[src/rtl/serial_tx_arbiter.sv]
// serial_tx_arbiter: round-robin arbiter and word sequencer that shares one
// serial transmitter among N_REQ requesters, with a completion watchdog.
//
// Ports:
//   clock, reset : system clock; asynchronous active-high reset
//   req          : level request per requester, sampled only in IDLE
//   len          : packed word counts, requester i at [i*LEN_W +: LEN_W]
//   tx_pronto    : transmitter pulse, current word fully sent
//   tx_partida   : one-cycle start pulse to the transmitter
//   grant, sel   : one-hot grant and its index (data mux select)
//   indice       : index of the word being sent within the message
//   done         : one-cycle pulse to the requester whose message completed
//   erro         : one-cycle pulse when the watchdog aborts a transfer
//   ocupado      : high in every state except IDLE
module serial_tx_arbiter #(
  parameter int N_REQ   = 4,
  parameter int SEL_W   = 2,
  parameter int LEN_W   = 4,
  parameter int TIMEOUT = 1024,
  parameter int TMR_W   = 10
) (
  input  logic                   clock,
  input  logic                   reset,
  input  logic [N_REQ-1:0]       req,
  input  logic [N_REQ*LEN_W-1:0] len,
  input  logic                   tx_pronto,
  output logic                   tx_partida,
  output logic [N_REQ-1:0]       grant,
  output logic [SEL_W-1:0]       sel,
  output logic [LEN_W-1:0]       indice,
  output logic [N_REQ-1:0]       done,
  output logic                   erro,
  output logic                   ocupado
);

  typedef enum logic [2:0] {
    S_IDLE       = 3'd0,
    S_PREPARA    = 3'd1,
    S_TRANSMITE  = 3'd2,
    S_INCREMENTA = 3'd3,
    S_LIBERA     = 3'd4,
    S_ERRO       = 3'd5
  } state_t;

  localparam logic [N_REQ-1:0] ONE =
    {{(N_REQ-1){1'b0}}, 1'b1};

  state_t           r_state;
  state_t           w_next;
  logic [SEL_W-1:0] r_ptr;
  logic [SEL_W-1:0] r_sel;
  logic [N_REQ-1:0] r_grant;
  logic [LEN_W-1:0] r_indice;
  logic [LEN_W-1:0] r_len_q;
  logic [TMR_W-1:0] r_timer;

  logic             w_any;
  logic             w_hit;
  logic [SEL_W-1:0] w_cand;
  logic [SEL_W-1:0] w_win;
  logic [SEL_W-1:0] w_sel_nxt;
  logic [LEN_W-1:0] w_win_len;
  logic             w_tmo;
  logic             w_last;

  // (a + b) mod N_REQ for a < N_REQ and 0 <= b < N_REQ
  function automatic logic [SEL_W-1:0] wrap_add(
    input logic [SEL_W-1:0] a,
    input int               b
  );
    int s;
    s = int'(a) + b;
    if (s >= N_REQ) s = s - N_REQ;
    return SEL_W'(s);
  endfunction

  assign w_any     = |req;
  assign w_sel_nxt = wrap_add(r_sel, 1);
  assign w_tmo     = (r_timer == TMR_W'(TIMEOUT - 1));
  assign w_last    = (r_indice == r_len_q - 1'b1);

  // First set request searching upward from the pointer, with wrap
  always_comb begin
    w_win  = '0;
    w_hit  = 1'b0;
    w_cand = '0;
    for (int i = 0; i < N_REQ; i++) begin
      w_cand = wrap_add(r_ptr, i);
      if (!w_hit && req[w_cand]) begin
        w_win = w_cand;
        w_hit = 1'b1;
      end
    end
  end

  always_comb begin
    w_win_len = '0;
    for (int i = 0; i < N_REQ; i++) begin
      if (w_win == SEL_W'(i))
        w_win_len = len[i*LEN_W +: LEN_W];
    end
  end

  always_ff @(posedge clock or posedge reset) begin
    if (reset) r_state <= S_IDLE;
    else       r_state <= w_next;
  end

  // A pronto coinciding with the last watchdog cycle still completes the word
  always_comb begin
    w_next = r_state;
    case (r_state)
      S_IDLE: begin
        if (w_any)
          w_next = (w_win_len == '0) ? S_LIBERA : S_PREPARA;
      end
      S_PREPARA:   w_next = S_TRANSMITE;
      S_TRANSMITE: begin
        if (tx_pronto)  w_next = S_INCREMENTA;
        else if (w_tmo) w_next = S_ERRO;
      end
      S_INCREMENTA: w_next = w_last ? S_LIBERA : S_PREPARA;
      S_LIBERA:     w_next = S_IDLE;
      S_ERRO:       w_next = S_IDLE;
      default:      w_next = S_IDLE;
    endcase
  end

  always_comb begin
    tx_partida = 1'b0;
    done       = '0;
    erro       = 1'b0;
    ocupado    = 1'b0;
    case (r_state)
      S_PREPARA: begin
        tx_partida = 1'b1;
        ocupado    = 1'b1;
      end
      S_TRANSMITE:  ocupado = 1'b1;
      S_INCREMENTA: ocupado = 1'b1;
      S_LIBERA: begin
        done    = ONE << r_sel;
        ocupado = 1'b1;
      end
      S_ERRO: begin
        erro    = 1'b1;
        ocupado = 1'b1;
      end
      default: begin
        tx_partida = 1'b0;
      end
    endcase
  end

  always_ff @(posedge clock or posedge reset) begin
    if (reset) begin
      r_ptr    <= '0;
      r_sel    <= '0;
      r_grant  <= '0;
      r_indice <= '0;
      r_len_q  <= '0;
      r_timer  <= '0;
    end else begin
      case (r_state)
        S_IDLE: begin
          if (w_any) begin
            r_sel    <= w_win;
            r_grant  <= ONE << w_win;
            r_len_q  <= w_win_len;
            r_indice <= '0;
          end
        end
        S_PREPARA: r_timer <= '0;
        S_TRANSMITE: begin
          if (!tx_pronto) r_timer <= r_timer + 1'b1;
        end
        S_INCREMENTA: begin
          if (!w_last) r_indice <= r_indice + 1'b1;
        end
        S_LIBERA, S_ERRO: begin
          r_ptr   <= w_sel_nxt;
          r_grant <= '0;
        end
        default: r_grant <= '0;
      endcase
    end
  end

  assign grant  = r_grant;
  assign sel    = r_sel;
  assign indice = r_indice;

endmodule

[config.mk]
export PLATFORM = sky130hd
export DESIGN_NAME = serial_tx_arbiter
export DESIGN_NICKNAME = d
export VERILOG_FILES = /design/src/rtl/serial_tx_arbiter.sv
export SDC_FILE = /design/constraint.sdc
export NUM_CORES = 1
export LEC_CHECK = 0
export CORE_AREA = 2 2 68 70
export CTS_CLUSTER_DIAMETER = 100
export DETAILED_ROUTE_END_ITERATION = 10
export DIE_AREA = 0 0 70 72
export PLACE_DENSITY = 0.85
export SLEW_MARGIN = 20
export SYNTH_ARGS = -nofsm -noshare
export SYNTH_HDL_FRONTEND = slang
export SYNTH_SLANG_ARGS = --single-unit
[constraint.sdc]
create_clock -name clock -period 2.03 [get_ports clock]
set_clock_uncertainty 0.1 [all_clocks]
set_input_delay 0.406 -clock clock [delete_from_list [all_inputs] [get_ports clock]]
set_output_delay 0.406 -clock clock [all_outputs]
set_load 0.005 [all_outputs]
### Yosys cells after proc, flatten, opt, wreduce, memory -nomap -nowiden

Cells that the tools add are included.

| word-level totals | value |
|---|---|
| output and inout bits | 17 |
| register bits after elaboration | 29 |

| cells by class | value |
|---|---|
| shift operators | 2 |
| eq/ne operators | 14 |
| reductions and logical operators | 20 |
| add/sub/neg operators | 12 |
| order comparisons | 9 |
| bitwise gates (word level) | 1 |
| mux-type cells | 41 |

Operators by type and width:

| kind | number |
|---|---|
| 4-bit two-way mux | 8 |
| 10-bit one-hot mux with 2 select lines | 1 |
| 2-bit two-way mux | 9 |
| 4-bit one-hot mux with 2 select lines | 2 |
| 3-bit two-way mux | 5 |
| 3-bit >= comparator (second input constant) | 4 |
| 2-bit by 3-bit < comparator with 1-bit output (second input constant) | 4 |
| 3-bit one-hot mux with 4 select lines | 1 |
| 10-bit by 1-bit adder with 10-bit output (second input constant) | 1 |
| 10-bit equality test (second input constant) | 1 |
| 1-bit two-way mux | 10 |
| 10-bit two-way mux | 1 |
| 2-bit by 1-bit subtractor with 2-bit output (second input constant) | 5 |
| 1-bit binary-select mux with 2-bit select | 4 |
| 2-bit AND reduction | 4 |
| 1-bit by 2-bit << shifter with 4-bit output (first input constant) | 2 |
| 2-bit by 1-bit adder with 3-bit output (second input constant) | 2 |
| 2-bit by 2-bit adder with 3-bit output (second input constant) | 2 |
| 3-bit by 2-bit equality test with 1-bit output (second input constant) | 2 |
| 3-bit equality test (second input constant) | 2 |
| 2-bit != test (second input constant) | 3 |
| 5-bit OR reduction | 1 |
| 4-bit by 1-bit adder with 4-bit output (second input constant) | 1 |
| 2-bit equality test (second input constant) | 2 |
| 17 further kinds | 22 |

### Logic depth before layout (Yosys ltp)

| logic depth | value |
|---|---|
| word-level depth | 23 |
| gate-level depth with buffers | 8 |
| mapped depth without buffers | 8 |

### Worst setup path before layout

No wires, ideal clock.

| path | value |
|---|---|
| path type | input -> register |
| from | input req[2] |
| to | register r_state[0] |
| stages on the path | 8 |
| setup time | 0.129 ns |
| data arrival time | 1.898 ns |
| buffers on the path | 2 |
| slack | -0.097 ns |
| cell sequence | nor2b_1 -> or4b_1 -> buf_2 -> buf_6 -> nand3_2 -> a32oi_1 -> nor4_2 -> o21ai_1 |

| on the way | value |
|---|---|
| word-level cells in the longest chain between the ends | 21 |
| elaborated cells between the ends (all ways) | 36 |
| classes of those cells | eq/ne (4); mux (22); reduce/logical (10) |

RTL lines:

| item | line | text |
|---|---|---|
| start: declaration | 24 | `input logic [N_REQ-1:0] req,` |
| 1-bit binary-select mux with 2-bit select | 89 | `if (!w_hit && req[w_cand]) begin` |
| 1-bit two-way mux (implied by the code) | 89 |  |
| 1-bit two-way mux | 89 |  |
| 1-bit zero test | 89 |  |
| 1-bit logical AND | 89 |  |
| 1-bit two-way mux | 89 |  |
| 1-bit zero test | 89 |  |
| 1-bit logical AND | 89 |  |
| (+2 left out) | -- |  |
| 1-bit logical AND | 89 |  |
| 2-bit two-way mux | 89 |  |
| 2-bit zero test | 99 | `if (w_win == SEL_W'(i))` |
| 4-bit two-way mux (4 in series) | 99 |  |
| 4-bit zero test | 115 | `w_next = (w_win_len == '0) ? S_LIBERA : S_PREPARA;` |
| 3-bit two-way mux | 115 |  |
| 3-bit two-way mux | 114 | `if (w_any)` |
| 3-bit one-hot mux with 4 select lines | 112 | `case (r_state)` |
| end signal: assignment | 106 | `else r_state <= w_next;` |
| end: declaration | 48 | `state_t r_state;` |

Several ways; a longest one is shown, not always the timed one. The select of a mux whose other input is x is not followed.
A chain may end at the register's enable or synchronous reset.

### Worst setup path in the final report

| path | value |
|---|---|
| from | register r_ptr[0] |
| to | register r_state[2] |

| on the way | value |
|---|---|
| word-level cells in the longest chain between the ends | 23 |
| elaborated cells between the ends (all ways) | 48 |
| classes of those cells | add/sub (7); order compare (4); eq/ne (3); mux (26); reduce/logical (8) |

RTL lines:

| item | line | text |
|---|---|---|
| start: declaration | 50 | `logic [SEL_W-1:0] r_ptr;` |
| start signal: assignment | 181 | `r_ptr <= w_sel_nxt;` |
| parallel branches: the longest is 13 deep, another holds 2-bit by 1-bit adder with 3-bit output | -- |  |
| 2-bit two-way mux (*) | 89 |  |
| 2-bit zero test | 99 |  |
| 4-bit two-way mux (3 in series) | 99 |  |
| 4-bit two-way mux (*) | 99 |  |
| 4-bit zero test (*) | 115 |  |
| 3-bit two-way mux (*) | 115 |  |
| 3-bit two-way mux (*) | 114 |  |
| 3-bit one-hot mux with 4 select lines (*) | 112 |  |

Every way passes the cells marked *. The select of a mux whose other input is x is not followed.

==> flow_summary.json <==
{
  "synth-seq-area-share": 0.379,
  "die_wd_microns": 70,
  "antenna_cells": 0,
  "wirelength_microns": 5450,
  "clk_path_buf_depth": 2,
  "holdBufCountCts": 0,
  "cts_tree": "done",
  "vdd_ir_drop_max_v": 0.000451,
  "grt_antenna_before_repair": 0,
  "num_rows": 24,
  "timing.final.setup_violations": 3,
  "dp_hpwl_microns": 3520,
  "grt_max_degree": 30,
  "clkSlewWorstSetupHoldPaths_ps": 60,
  "synthesis.nets": 246,
  "static-leakage-power_nw": 1.38,
  "powerDensity_mw_per_mm2": 1290,
  "report.final.hold_viol_count": 0,
  "clk-insertion-delay-late_ps": 280,
  "initial_utilization": 0.449,
  "run_status": "complete, but fails checks",
  "startpoint_type": "register",
  "core_region_area_sq_mm": 0.00426,
  "dr.first_iter.drc_count": 148,
  "maxCapViolations": 0,
  "clkSinkCount": 29,
  "firstDrtPassIters": 4,
  "timing_worst_slew_pin_value_ps": 465,
  "number_of_global_route_vias_before_repair": 1947,
  "peak_clock_frequency_supported_by_timing_mhz": 466,
  "grt_first_pass_wirelength_microns": 8870,
  "area_growth_syn_to_layout_pct": 52.5,
  "final_period_minus_worst_setup_slack_ps": 2140,
  "floorplan.die.height_microns": 72,
  "synth-edff-count": 0,
  "final.hold.worst_slack_ps": 383,
  "critical_path_at_ps": 2220,
  "final_layout_size_suffix_gt1_frac": 0.351,
  "crit_type": "register to register",
  "postSynthRegisterBits": 29,
  "cts_made_buffers": 5,
  "viasPerCell": 5.48,
  "yosys.cell_types.count": 44,
  "buffer_ports.inserted": 39,
  "synth-async-reset-ratio": 1.00,
  "globalRouteOverflowTotal": 0,
  "rsz0062_at_grt": "yes",
  "worst_hold_path_type": "input pin to async pin",
  "postSynthCellCount": 216,
  "clock_tree.root_cell": "sky130_fd_sc_hd__clkbuf_8",
  "net_count_of_the_finished_layout": 331,
  "cp-end-kind": "register",
  "failed_checks": "negative setup slack",
  "maxSlewHeadroom": 0.690,
  "drt.antenna.violating_nets": 0,
  "required_time_of_the_worst_setup_path_ps": 2100,
  "ys.warnings.count": 0,
  "die_area_sq_mm": 0.00504,
  "route.vias.total": 1941,
  "fin_total_pwr_mw": 3.76,
  "grtUsageTotal": 0.219,
  "wl_per_cell_microns": 15.4,
  "synthFlopType": "sky130_fd_sc_hd__dfrtp_1",
  "syn-cell-area_sq_mm": 0.00191,
  "cp_max_fo": 6,
  "max_transition_viols_final": 0,
  "worst_setup_slack_after_layout_ps": -114,
  "tcrit_tclk_final": 1.06,
  "post_synth.cell_area_avg_sq_um": 8.86,
  "cts.htree.levels": 2,
  "io_pins": 40,
  "drc": 0,
  "gpl.final_weighted_congestion": 0.860
}
## worst paths after layout
check / endpoint / startpoint / cells after the start / slack [ps]
max: r_state[2] / r_ptr[0] / 7 / -110
min: r_timer[8] / reset / 3 / 380
max reg2reg: r_state[2] / r_ptr[0] / 7 / -110
min reg2reg: r_len_q[3] / r_len_q[3] / 2 / 420
max in group asynchronous: r_ptr[1] / reset / 3 / 1140
min in group clock: r_len_q[3] / r_len_q[3] / 2 / 420
## kinds of logic (layout without fill, tap and decap cells)
family	count (synthesis)	in the layout	share of synthesized area
AND/OR/NAND/NOR	106	106	0.291
AO/OA/AOI/OAI	35	35	0.129
flip-flops	29	29	0.379
buffers and inverters	20	106	0.0549
XOR/XNOR	15	15	0.0765
adder cells (fa/ha/maj)	7	7	0.0458
multiplexers	4	4	0.0229
## synthesized netlist by cell type (2+ instances only)
cell type | n | share of area
sky130_fd_sc_hd__dfrtp_1 | 29 | 0.38
sky130_fd_sc_hd__nand2_1 | 28 | 0.055
sky130_fd_sc_hd__nor2_1 | 23 | 0.045
sky130_fd_sc_hd__o21ai_0 | 9 | 0.024
sky130_fd_sc_hd__inv_1 | 8 | 0.016
sky130_fd_sc_hd__nand3_1 | 8 | 0.021
sky130_fd_sc_hd__nor3_1 | 8 | 0.021
sky130_fd_sc_hd__xor2_1 | 8 | 0.037
sky130_fd_sc_hd__a21oi_1 | 7 | 0.018
sky130_fd_sc_hd__ha_1 | 7 | 0.046
sky130_fd_sc_hd__xnor2_1 | 6 | 0.027
sky130_fd_sc_hd__a221oi_1 | 5 | 0.023
sky130_fd_sc_hd__a32oi_1 | 5 | 0.023
sky130_fd_sc_hd__and3_1 | 5 | 0.016
sky130_fd_sc_hd__clkbuf_1 | 5 | 0.0098
sky130_fd_sc_hd__nor2b_1 | 5 | 0.016
sky130_fd_sc_hd__nor4_1 | 5 | 0.016
sky130_fd_sc_hd__a21bo_2 | 4 | 0.021
sky130_fd_sc_hd__and2_1 | 4 | 0.013
sky130_fd_sc_hd__nor3b_1 | 4 | 0.016
sky130_fd_sc_hd__buf_2 | 3 | 0.0078
sky130_fd_sc_hd__buf_6 | 3 | 0.018
sky130_fd_sc_hd__mux2_2 | 3 | 0.018
sky130_fd_sc_hd__and2_2 | 2 | 0.0078
sky130_fd_sc_hd__nand2b_1 | 2 | 0.0065
sky130_fd_sc_hd__nand4_1 | 2 | 0.0065
## registers in the layout, summed over array words and instances, names as in the netlist
signal,count
sel,2
grant,4
r_timer,10
indice,4
r_len_q,4
r_ptr,2
r_state,3
## power by group
group | total, mW | internal [mW] | switching (mW)
clock network | 0.459 | 0.237 | 0.222
registers | 0.992 | 0.771 | 0.221
logic | 2.31 | 1.23 | 1.08
## layer usage
| layer | part of all wire | GRT usage | up-vias |
|---|---|---|---|
| li1 | - | - | 927 |
| met3 | 0.056 | 0.0417 | 12 |
| met1 | 0.40 | 0.258 | 938 |
| met2 | 0.52 | 0.399 | 64 |
| met5 | 0 | 0 | - |
| met4 | 0.018 | 0.0812 | 0 |
## repair_timing
action | CTS | global route
setup endpoints to repair | 17 | 11
pin swaps | 8 | 10
setup buffers | 14 | 5
gates resized for setup | 41 | 19
## through the flow
| step | std cells | TNS (ps) | utilization | worst slack [ps] | instance area [sq um] |
|---|---|---|---|---|---|
| after floorplan | 216 | -55.4 | - | -27.9 | 1950 |
| after global placement | 329 | -6150 | 0.605 | -634 | 2580 |
| after detailed placement | 329 | -6530 | 0.605 | -662 | 2580 |
| after CTS | 351 | -140 | 0.667 | -75.0 | 2840 |
| after global routing | 354 | -508 | 0.684 | -174 | 2920 |
| final | 354 | -266 | 0.684 | -114 | 2920 |
## layout by cell type (no fill, tap or decap), types with 7 or more instances in the layout
master / netlist / routed
sky130_fd_sc_hd__buf_4: 1 / 46
sky130_fd_sc_hd__clkdlybuf4s50_1: 0 / 28
sky130_fd_sc_hd__dfrtp_1: 29 / 26
sky130_fd_sc_hd__dlygate4sd2_1: 0 / 7
sky130_fd_sc_hd__ha_1: 7 / 7
sky130_fd_sc_hd__nand2_1: 28 / 27
sky130_fd_sc_hd__nor2_1: 23 / 21
sky130_fd_sc_hd__nor3_1: 8 / 7
sky130_fd_sc_hd__o21ai_0: 9 / 8
sky130_fd_sc_hd__xor2_1: 8 / 8
## cell type report
cell class	instances	area, sq um
fillers	308	1350
well taps	52	65.1
inverters	8	30.0
clock buffers	6	72.6
clock inverters	2	10.0
multi-input cells	167	1230
repair buffers	90	778
flip-flops and latches	29	729
## worst max-delay path: stages (launching register included)
cell	delay, ps
sky130_fd_sc_hd__dfrtp_1	420
sky130_fd_sc_hd__nor2b_4	70
sky130_fd_sc_hd__or4b_4	560
sky130_fd_sc_hd__buf_12	160
sky130_fd_sc_hd__a21bo_2	190
sky130_fd_sc_hd__a32oi_2	250
sky130_fd_sc_hd__nor4_2	80
sky130_fd_sc_hd__a21o_1	200
(Power assumes the default switching activity.)
